**src/rtl/instr_encoder_pkg.sv**
```systemverilog
// Shared types for the RV32I instruction encoder: opcodes, funct3 codes, FSM states
// and the immediate range limits used by the field packer.
package instr_encoder_pkg;

    typedef enum logic [6:0] {
        LUI    = 7'b0110111,
        AUIPC  = 7'b0010111,
        JAL    = 7'b1101111,
        JALR   = 7'b1100111,
        B_type = 7'b1100011,
        Load   = 7'b0000011,
        Store  = 7'b0100011,
        I_type = 7'b0010011,
        R_type = 7'b0110011
    } opcode_type_e;

    typedef enum logic [2:0] {
        F3_ADD  = 3'b000,
        F3_SLL  = 3'b001,
        F3_SLT  = 3'b010,
        F3_SLTU = 3'b011,
        F3_XOR  = 3'b100,
        F3_SR   = 3'b101,
        F3_OR   = 3'b110,
        F3_AND  = 3'b111
    } funct3_e;

    typedef enum logic [1:0] {
        IDLE  = 2'd0,
        EMIT  = 2'd1,
        EMIT2 = 2'd2,
        FULL  = 2'd3
    } state_e;

    localparam int          IMM12_MIN = -2048;
    localparam int          IMM12_MAX = 2047;
    localparam int unsigned SHAMT_MAX = 31;

    // True when v, read as a signed value, fits in a two's-complement field of 'bits' bits.
    function automatic logic fits_signed(input logic [31:0] v, input int unsigned bits);
        logic signed [31:0] sh;
        sh = $signed(v) >>> (bits - 1);
        return (sh == 32'sd0) || (sh == -32'sd1);
    endfunction

endpackage

```
**src/rtl/instr_encoder_if.sv**
```systemverilog
// Request bus from the loader and the IMEM write port of the instruction encoder.
interface instr_encoder_if #(
    parameter int ADDR_W = 10
);
    logic              req_valid_i;
    logic              req_ready_o;
    logic [6:0]        opcode_i;
    logic [2:0]        funct3_i;
    logic [6:0]        funct7_i;
    logic [4:0]        rd_i;
    logic [4:0]        rs1_i;
    logic [4:0]        rs2_i;
    logic [31:0]       imm_i;
    logic              wr_en_o;
    logic              wr_ready_i;
    logic [ADDR_W-1:0] wr_addr_o;
    logic [31:0]       wr_data_o;

    modport master (
        output req_valid_i, opcode_i, funct3_i, funct7_i, rd_i, rs1_i, rs2_i, imm_i, wr_ready_i,
        input  req_ready_o, wr_en_o, wr_addr_o, wr_data_o
    );

    modport slave (
        input  req_valid_i, opcode_i, funct3_i, funct7_i, rd_i, rs1_i, rs2_i, imm_i, wr_ready_i,
        output req_ready_o, wr_en_o, wr_addr_o, wr_data_o
    );

endinterface

```
**src/rtl/instr_encoder_pack.sv**
```systemverilog
// Combinational field packer: instruction fields plus immediate -> encoded word(s),
// a range-violation flag and whether an li expansion needs a second ADDI word.
module instr_encoder_pack
    import instr_encoder_pkg::*;
(
    input  logic [6:0]  opcode,
    input  logic [2:0]  funct3,
    input  logic [6:0]  funct7,
    input  logic [4:0]  rd,
    input  logic [4:0]  rs1,
    input  logic [4:0]  rs2,
    input  logic [31:0] imm,
    output logic [31:0] word,
    output logic [31:0] word2,
    output logic        err,
    output logic        needs_li
);

    logic        in12;
    logic [31:0] hi;

    assign in12 = ($signed(imm) >= IMM12_MIN) && ($signed(imm) <= IMM12_MAX);
    // Rounding bias so the sign-extended ADDI low part lands back on imm.
    assign hi   = imm + 32'h0000_0800;

    always_comb begin
        word     = '0;
        word2    = '0;
        err      = 1'b0;
        needs_li = 1'b0;
        case (opcode)
            LUI, AUIPC: begin
                err  = (imm[11:0] != 12'h000);
                word = {imm[31:12], rd, opcode};
            end
            JAL: begin
                err  = !fits_signed(imm, 21) || imm[0];
                word = {imm[20], imm[10:1], imm[11], imm[19:12], rd, opcode};
            end
            JALR, Load: begin
                err  = !in12;
                word = {imm[11:0], rs1, funct3, rd, opcode};
            end
            I_type: begin
                if (funct3 == F3_SLL || funct3 == F3_SR) begin
                    err  = (imm > SHAMT_MAX);
                    word = {funct7, imm[4:0], rs1, funct3, rd, opcode};
                end else if (funct3 == F3_ADD && rs1 == 5'd0 && !in12) begin
                    word     = {hi[31:12], rd, LUI};
                    word2    = {imm[11:0], rd, F3_ADD, rd, I_type};
                    needs_li = (imm[11:0] != 12'h000);
                end else begin
                    err  = !in12;
                    word = {imm[11:0], rs1, funct3, rd, opcode};
                end
            end
            Store: begin
                err  = !in12;
                word = {imm[11:5], rs2, rs1, funct3, imm[4:0], opcode};
            end
            B_type: begin
                err  = !fits_signed(imm, 13) || imm[0];
                word = {imm[12], imm[10:5], rs2, rs1, funct3, imm[4:1], imm[11], opcode};
            end
            R_type: begin
                word = {funct7, rs2, rs1, funct3, rd, opcode};
            end
            default: err = 1'b1;
        endcase
    end

endmodule

```
**src/rtl/instr_encoder.sv**
```systemverilog
// Instruction encoder top: accepts field requests, streams encoded words into IMEM
// at an auto-incrementing word address and tracks how many words have been committed.
//
//  state | meaning
//  IDLE  | ready for a request (unless full)
//  EMIT  | first/only word presented on the write port
//  EMIT2 | second word of an li expansion presented
//  FULL  | capacity reached, requests refused until start/reset
module instr_encoder
    import instr_encoder_pkg::*;
#(
    parameter int ADDR_W    = 10,
    parameter int BASE_ADDR = 0
) (
    input  logic            clk_i,
    input  logic            rst_i,
    input  logic            start_i,
    instr_encoder_if.slave  bus,
    output logic            err_o,
    output logic            full_o,
    output logic [ADDR_W:0] count_o
);

    localparam logic [ADDR_W:0]   CAP       = (ADDR_W + 1)'(1) << ADDR_W;
    localparam logic [ADDR_W:0]   LAST_SLOT = CAP - (ADDR_W + 1)'(1);
    localparam logic [ADDR_W-1:0] BASE      = ADDR_W'(BASE_ADDR);

    state_e            state_q, state_nxt;
    logic              wr_en_q, wr_en_nxt;
    logic              err_q, err_nxt;
    logic              pend2_q;
    logic [31:0]       word2_q;
    logic [31:0]       data_q;
    logic [ADDR_W-1:0] addr_q;
    logic [ADDR_W:0]   count_q, count_inc;
    logic              accept, reject;
    logic              ld_first, ld_second, advance;
    logic [31:0]       pk_word, pk_word2;
    logic              pk_err, pk_needs_li;

    instr_encoder_pack u_pack (
        .opcode   (bus.opcode_i),
        .funct3   (bus.funct3_i),
        .funct7   (bus.funct7_i),
        .rd       (bus.rd_i),
        .rs1      (bus.rs1_i),
        .rs2      (bus.rs2_i),
        .imm      (bus.imm_i),
        .word     (pk_word),
        .word2    (pk_word2),
        .err      (pk_err),
        .needs_li (pk_needs_li)
    );

    assign bus.req_ready_o = (state_q == IDLE) && !start_i;
    assign accept          = bus.req_valid_i && bus.req_ready_o;
    // A two-word li must fit entirely or not be written at all.
    assign reject          = pk_err || (pk_needs_li && (count_q == LAST_SLOT));
    assign count_inc       = count_q + (ADDR_W + 1)'(1);

    always_ff @(posedge clk_i) begin
        if (rst_i) state_q <= IDLE;
        else       state_q <= state_nxt;
    end

    always_comb begin
        state_nxt = state_q;
        wr_en_nxt = wr_en_q;
        err_nxt   = 1'b0;
        ld_first  = 1'b0;
        ld_second = 1'b0;
        advance   = 1'b0;
        case (state_q)
            IDLE: begin
                if (accept) begin
                    if (reject) begin
                        err_nxt = 1'b1;
                    end else begin
                        ld_first  = 1'b1;
                        wr_en_nxt = 1'b1;
                        state_nxt = EMIT;
                    end
                end
            end
            EMIT: begin
                if (bus.wr_ready_i) begin
                    advance = 1'b1;
                    if (pend2_q) begin
                        ld_second = 1'b1;
                        state_nxt = EMIT2;
                    end else begin
                        wr_en_nxt = 1'b0;
                        state_nxt = (count_inc == CAP) ? FULL : IDLE;
                    end
                end
            end
            EMIT2: begin
                if (bus.wr_ready_i) begin
                    advance   = 1'b1;
                    wr_en_nxt = 1'b0;
                    state_nxt = (count_inc == CAP) ? FULL : IDLE;
                end
            end
            FULL:    state_nxt = FULL;
            default: state_nxt = IDLE;
        endcase
        if (start_i) begin
            state_nxt = IDLE;
            wr_en_nxt = 1'b0;
            err_nxt   = 1'b0;
            ld_first  = 1'b0;
            ld_second = 1'b0;
            advance   = 1'b0;
        end
    end

    always_ff @(posedge clk_i) begin
        if (rst_i) begin
            wr_en_q <= 1'b0;
            err_q   <= 1'b0;
            pend2_q <= 1'b0;
            word2_q <= '0;
            data_q  <= '0;
            addr_q  <= BASE;
            count_q <= '0;
        end else begin
            wr_en_q <= wr_en_nxt;
            err_q   <= err_nxt;
            if (start_i) begin
                pend2_q <= 1'b0;
                addr_q  <= BASE;
                count_q <= '0;
            end else begin
                if (ld_first) begin
                    data_q  <= pk_word;
                    word2_q <= pk_word2;
                    pend2_q <= pk_needs_li;
                end
                if (ld_second) begin
                    data_q  <= word2_q;
                    pend2_q <= 1'b0;
                end
                if (advance) begin
                    addr_q  <= addr_q + ADDR_W'(1);
                    count_q <= count_inc;
                end
            end
        end
    end

    assign bus.wr_en_o   = wr_en_q;
    assign bus.wr_addr_o = addr_q;
    assign bus.wr_data_o = data_q;
    assign err_o         = err_q;
    assign full_o        = (count_q == CAP);
    assign count_o       = count_q;

endmodule
```
**src/flat_wrapper.sv**
```systemverilog
// flat-port wrapper written by rule: the top's interface ports become plain ports
module instr_encoder_flat import instr_encoder_pkg::*;
#(
    parameter int ADDR_W    = 10,
    parameter int BASE_ADDR = 0
)
  (clk_i, rst_i, start_i, err_o, full_o, count_o, bus_req_valid_i, bus_opcode_i, bus_funct3_i, bus_funct7_i, bus_rd_i, bus_rs1_i, bus_rs2_i, bus_imm_i, bus_wr_ready_i, bus_req_ready_o, bus_wr_en_o, bus_wr_addr_o, bus_wr_data_o);
  instr_encoder_if #(.ADDR_W(ADDR_W)) bus_i ();
  input  logic clk_i;
  input  logic rst_i;
  input  logic start_i;
  output logic err_o;
  output logic full_o;
  output logic [ADDR_W:0] count_o;
  input wire logic [$bits(bus_i.req_valid_i)-1:0] bus_req_valid_i;
  input wire logic [$bits(bus_i.opcode_i)-1:0] bus_opcode_i;
  input wire logic [$bits(bus_i.funct3_i)-1:0] bus_funct3_i;
  input wire logic [$bits(bus_i.funct7_i)-1:0] bus_funct7_i;
  input wire logic [$bits(bus_i.rd_i)-1:0] bus_rd_i;
  input wire logic [$bits(bus_i.rs1_i)-1:0] bus_rs1_i;
  input wire logic [$bits(bus_i.rs2_i)-1:0] bus_rs2_i;
  input wire logic [$bits(bus_i.imm_i)-1:0] bus_imm_i;
  input wire logic [$bits(bus_i.wr_ready_i)-1:0] bus_wr_ready_i;
  output wire logic [$bits(bus_i.req_ready_o)-1:0] bus_req_ready_o;
  output wire logic [$bits(bus_i.wr_en_o)-1:0] bus_wr_en_o;
  output wire logic [$bits(bus_i.wr_addr_o)-1:0] bus_wr_addr_o;
  output wire logic [$bits(bus_i.wr_data_o)-1:0] bus_wr_data_o;
  assign bus_i.req_valid_i = bus_req_valid_i;
  assign bus_i.opcode_i = bus_opcode_i;
  assign bus_i.funct3_i = bus_funct3_i;
  assign bus_i.funct7_i = bus_funct7_i;
  assign bus_i.rd_i = bus_rd_i;
  assign bus_i.rs1_i = bus_rs1_i;
  assign bus_i.rs2_i = bus_rs2_i;
  assign bus_i.imm_i = bus_imm_i;
  assign bus_i.wr_ready_i = bus_wr_ready_i;
  assign bus_req_ready_o = bus_i.req_ready_o;
  assign bus_wr_en_o = bus_i.wr_en_o;
  assign bus_wr_addr_o = bus_i.wr_addr_o;
  assign bus_wr_data_o = bus_i.wr_data_o;
  instr_encoder #(.ADDR_W(ADDR_W), .BASE_ADDR(BASE_ADDR)) u_core (.clk_i(clk_i), .rst_i(rst_i), .start_i(start_i), .bus(bus_i), .err_o(err_o), .full_o(full_o), .count_o(count_o));
endmodule
```
**config.mk**
```make
export PLATFORM = sky130hd
export DESIGN_NAME = instr_encoder_flat
export DESIGN_NICKNAME = d
export VERILOG_FILES = /design/src/rtl/instr_encoder_pkg.sv /design/src/rtl/instr_encoder_if.sv /design/src/rtl/instr_encoder_pack.sv /design/src/rtl/instr_encoder.sv /design/src/flat_wrapper.sv
export SDC_FILE = /design/constraint.sdc
export NUM_CORES = 1
export LEC_CHECK = 0
export ABC_AREA = 1
export BUFFER_PORTS_ARGS = -buffer_cell sky130_fd_sc_hd__clkbuf_2
export CAP_MARGIN = 20
export CORE_AREA = 2 2 139 141
export DETAILED_ROUTE_END_ITERATION = 10
export DIE_AREA = 0 0 141 143
export GPL_TIMING_DRIVEN = 0
export PLACE_DENSITY = 0.6
export SYNTH_ARGS = -nofsm -noshare
export SYNTH_HDL_FRONTEND = slang
export SYNTH_SLANG_ARGS = --single-unit
```
**constraint.sdc**
```tcl
create_clock -name clk_i -period 2.25 [get_ports clk_i]
set_input_delay 0.675 -clock clk_i [delete_from_list [all_inputs] [get_ports clk_i]]
set_output_delay 0.675 -clock clk_i [all_outputs]
set_load 0.02 [all_outputs]
```
==> flow_metrics.py <==
metrics = {
    "yosys": {
        "synth_area_um2": 5177,
        "synth.avg_cell_area_um2": 6.291,
        "synth_cells": 823,
        "synth_edf_count": 0,
        "synth_area_leaders": "dfxtp_1, nand2_1, nor2_1, inv_1, a21oi_1",
        "synth_ff_type": "dfxtp_1",
        "async_flop_share": 0,
        "ys_ff_latch": 76,
        "synth_top_area_frac": 0.2939,
        "yosysSeqAreaShare": 0.2939,
        "ys_warn_count": 0,
        "syn-num-nets": 902,
        "ys_types": 45,
        "yosysTopAreaCell": "dfxtp_1",
    },
    "sta": {
        "slew_headroom": 0.5324,
        "worstMarginPinSlew_ns": 0.7014,
        "fmax_mhz": 436.2,
        "layout_setup_ws_ns": -0.04269,
        "hold_violations": 0,
        "rsz0062_at_grt": "yes",
        "setup_viol": 12,
        "fin_hold_ws_ns": 0.4638,
        "period_minus_slack_ns": 2.293,
        "drv_slew": 0,
        "period_share": 1.019,
        "skew_ns": 0.009391,
    },
    "hold_path": {
        "min_path_type": "reg2reg",
        "min_from": "u_core.word2_q[4]",
        "hold_depth": 2,
        "min_to": "u_core.word2_q[4]",
    },
    "setup_path": {
        "end_kind": "flip-flop",
        "worst-path-buf-inv": 3,
        "critPathRequiredTime_ns": 2.47,
        "slowest_stage": "nand4_4",
        "worstPathMaxFanout": 7,
        "crit_type": "in2reg",
        "crit_family": "simple AND/OR/NAND/NOR gates",
        "r2r_slack_ns": 0.01,
        "crit_arrival_ns": 2.51,
        "rr_endpoint": "u_core.bus.wr_data_o[15]",
        "r2r-start": "u_core.count_o[1]",
        "r2r_cells": 12,
        "slowest_delay_ns": 0.22,
        "crit_path_cell_trace": "clkbuf_4 > nand2_2 > nor2_4 > inv_2 > nor2_4 > nand3_4 > nand3_2 > nand2_2 > a21oi_4 > nand4_4 > nand2_8 > clkinvlp_4 > nor2_2 > nor2_1",
        "crit_path_start_kind": "primary input",
    },
    "power": {
        "vdd_drop_max_v": 0.0004263,
        "powerDensity_nw_per_um2": 449.6,
        "leakage_nw": 3.424,
    },
    "floorplan": {
        "num_io_pins": 126,
        "die-area_um2": 20160,
        "start_util": 0.2787,
        "rows": 50,
        "core-area_um2": 18580,
        "dieWidth_um": 141,
        "die_y_um": 143,
    },
    "global_routing": {
        "grt_pass1_wl_um": 28440,
        "grt_start_max_net_pins": 13,
        "grt_pass1_vias": 5526,
        "grt_use_total": 0.1787,
        "antenna_found_initial": 0,
        "gr-total-overflow": 0,
    },
    "clock_tree": {
        "clk_pin_slew_ns": 0.06,
        "cts_sinks": 76,
        "htree_num_levels": 3,
        "clock_path_buffers": 2,
        "clock_latency_ns": 0.34,
        "numCtsBuffers": 9,
        "cts_root_buffer": "clkbuf_16",
        "cts_tree": "built",
    },
    "placement": {
        "gp_routability_congestion": 0.9108,
        "io_buffers": 125,
        "hpwlAfterDp_um": 14550,
        "place_ws_ns": -0.6508,
    },
    "finish": {
        "drive_gt1_frac": 0.3675,
        "diodes": 0,
        "area_growth_pct": 47.56,
        "post-route-util": 0.4112,
        "nets": 1079,
        "fillers": 1927,
    },
    "status": {
        "status": "finished with violations",
        "failed_checks": "setup timing",
    },
    "routing": {
        "drt_iter0_drc": 429,
        "drt-total-wl_um": 19310,
        "first_pass_iters": 5,
        "vias": 6123,
        "wl_per_cell_um": 15.60,
        "drtAntennaViolNets": 0,
        "viasPerCell": 4.946,
        "drc": 0,
    },
    "run": {
        "cap_violations": 0,
    },
}
kinds of logic after synthesis:
| kind of cell | after synthesis | share of synthesized area |
|---|---|---|
| AOI/OAI and AO/OA | 187 | 0.2018 |
| xor gates and xnor gates | 17 | 0.02876 |
| adders and majority gates | 10 | 0.02417 |
| buffers and inverters | 129 | 0.1061 |
| DFF | 76 | 0.2939 |
| muxes | 5 | 0.009667 |
| and+or+nand+nor | 399 | 0.3357 |
cell usage after synthesis, types with 4 or more instances:
master	count
dfxtp_1	76
a21oi_1	73
nand2_2	4
clkbuf_1	15
o21ai_1	17
nand3_2	5
nor3_1	15
nor2_1	121
nand4_1	12
buf_6	7
xor2_1	14
ha_1	10
mux2i_1	5
o22ai_1	8
o21ai_0	58
nand3_1	47
inv_1	99
nand2_1	180
o211ai_1	9
a21boi_0	7
report_power, final:
group,internal [mW],switching [mW],leakage [nW],total (mW)
Combinational,0.181,0.308,2.65,0.490
Sequential,1.36,0.00992,0.616,1.37
Clock,1.02,0.556,0.158,1.58
placed cells by master, fill, tap and decap left out, types with 6 or more instances in the layout:
master / count
a21boi_0: 6
a21oi_1: 59
a21oi_2: 14
buf_4: 43
buf_6: 12
clkbuf_1: 11
clkbuf_16: 14
clkbuf_2: 108
dfxtp_1: 70
ha_1: 8
inv_1: 85
inv_2: 8
nand2_1: 142
nand2_2: 28
nand2_4: 14
nand3_1: 35
nand3_2: 12
nand4_1: 12
nor2_1: 84
nor2_2: 21
nor2_4: 21
nor3_1: 13
o211ai_1: 9
o21ai_0: 41
o21ai_1: 14
o21ai_2: 20
o22ai_1: 8
xor2_1: 14
per-layer routing:
layer	routed length, µm	GRT usage	share of wire	vias to the layer above
li1	-	-	-	3062
met1	8742	0.2392	0.45	2808
met2	9061	0.2988	0.47	230
met3	1097	0.03119	0.057	23
met4	407	0.04579	0.021	0
met5	0	0	0	-
worst min-delay path, delay by kind of cell (launching register included):
kind,cells,cell delay (ns)
AO/OA/AOI/OAI,1,0.05
flip-flops,1,0.31
AND/OR/NAND/NOR,1,0.06
stage by stage:
stage | setup TNS, ns | total power [mW] | std cells | cell area [µm²]
2_1_floorplan | 0 | 1.593 | 823 | 5225
5_1_grt | -5.535 | 3.558 | 1238 | 7640
6_report | -0.1960 | 3.435 | 1238 | 7640
3_5_place_dp | -25.52 | 1.772 | 1182 | 6143
3_3_place_gp | -24.98 | 1.771 | 1182 | 6143
4_1_cts | -0.009457 | 3.366 | 1209 | 6663
timing repair:
item	4_1_cts	5_1_grt
setup endpoints to repair	58	58
pin swaps	12	49
buffers inserted	11	24
hold buffers	0	0
cloned	1	5
resized for setup	40	241
registers in the layout, indices dropped and copies added, names as in the netlist:
register              count
u_core.bus.wr_en_o        1
u_core.err_o              1
u_core.bus.wr_addr_o     10
u_core.word2_q           18
u_core.bus.wr_data_o     32
u_core.state_q            2
u_core.count_o           11
u_core.pend2_q            1
layout make-up:
cell class                      count  area, µm²  area share
Clock buffer                       11      252.7     0.03308
Tap cell                          234      292.8     0.03832
Sequential cell                    76       1534      0.2008
Timing Repair Buffer              166       1120      0.1466
Clock inverter                      4      72.57    0.009499
Multi-Input combinational cell    618       3737      0.4892
Inverter                          103      435.4     0.05699
Buffer                             26      195.2     0.02555
how the worst max path moves through the flow:
stage	start	endpoint	cells after the start
finish	bus_imm_i[21]	u_core.bus.wr_data_o[21]	14
global route	bus_imm_i[26]	u_core.bus.wr_data_o[21]	14
CTS	u_core.count_o[0]	u_core.bus.wr_data_o[28]	11
detailed placement	bus_imm_i[11]	u_core.bus.wr_data_o[15]	15
global placement	bus_imm_i[11]	u_core.bus.wr_data_o[17]	15
floorplan	bus_opcode_i[3]	u_core.bus.wr_data_o[6]	14
No activity file was read; power rests on OpenSTA's default activity.
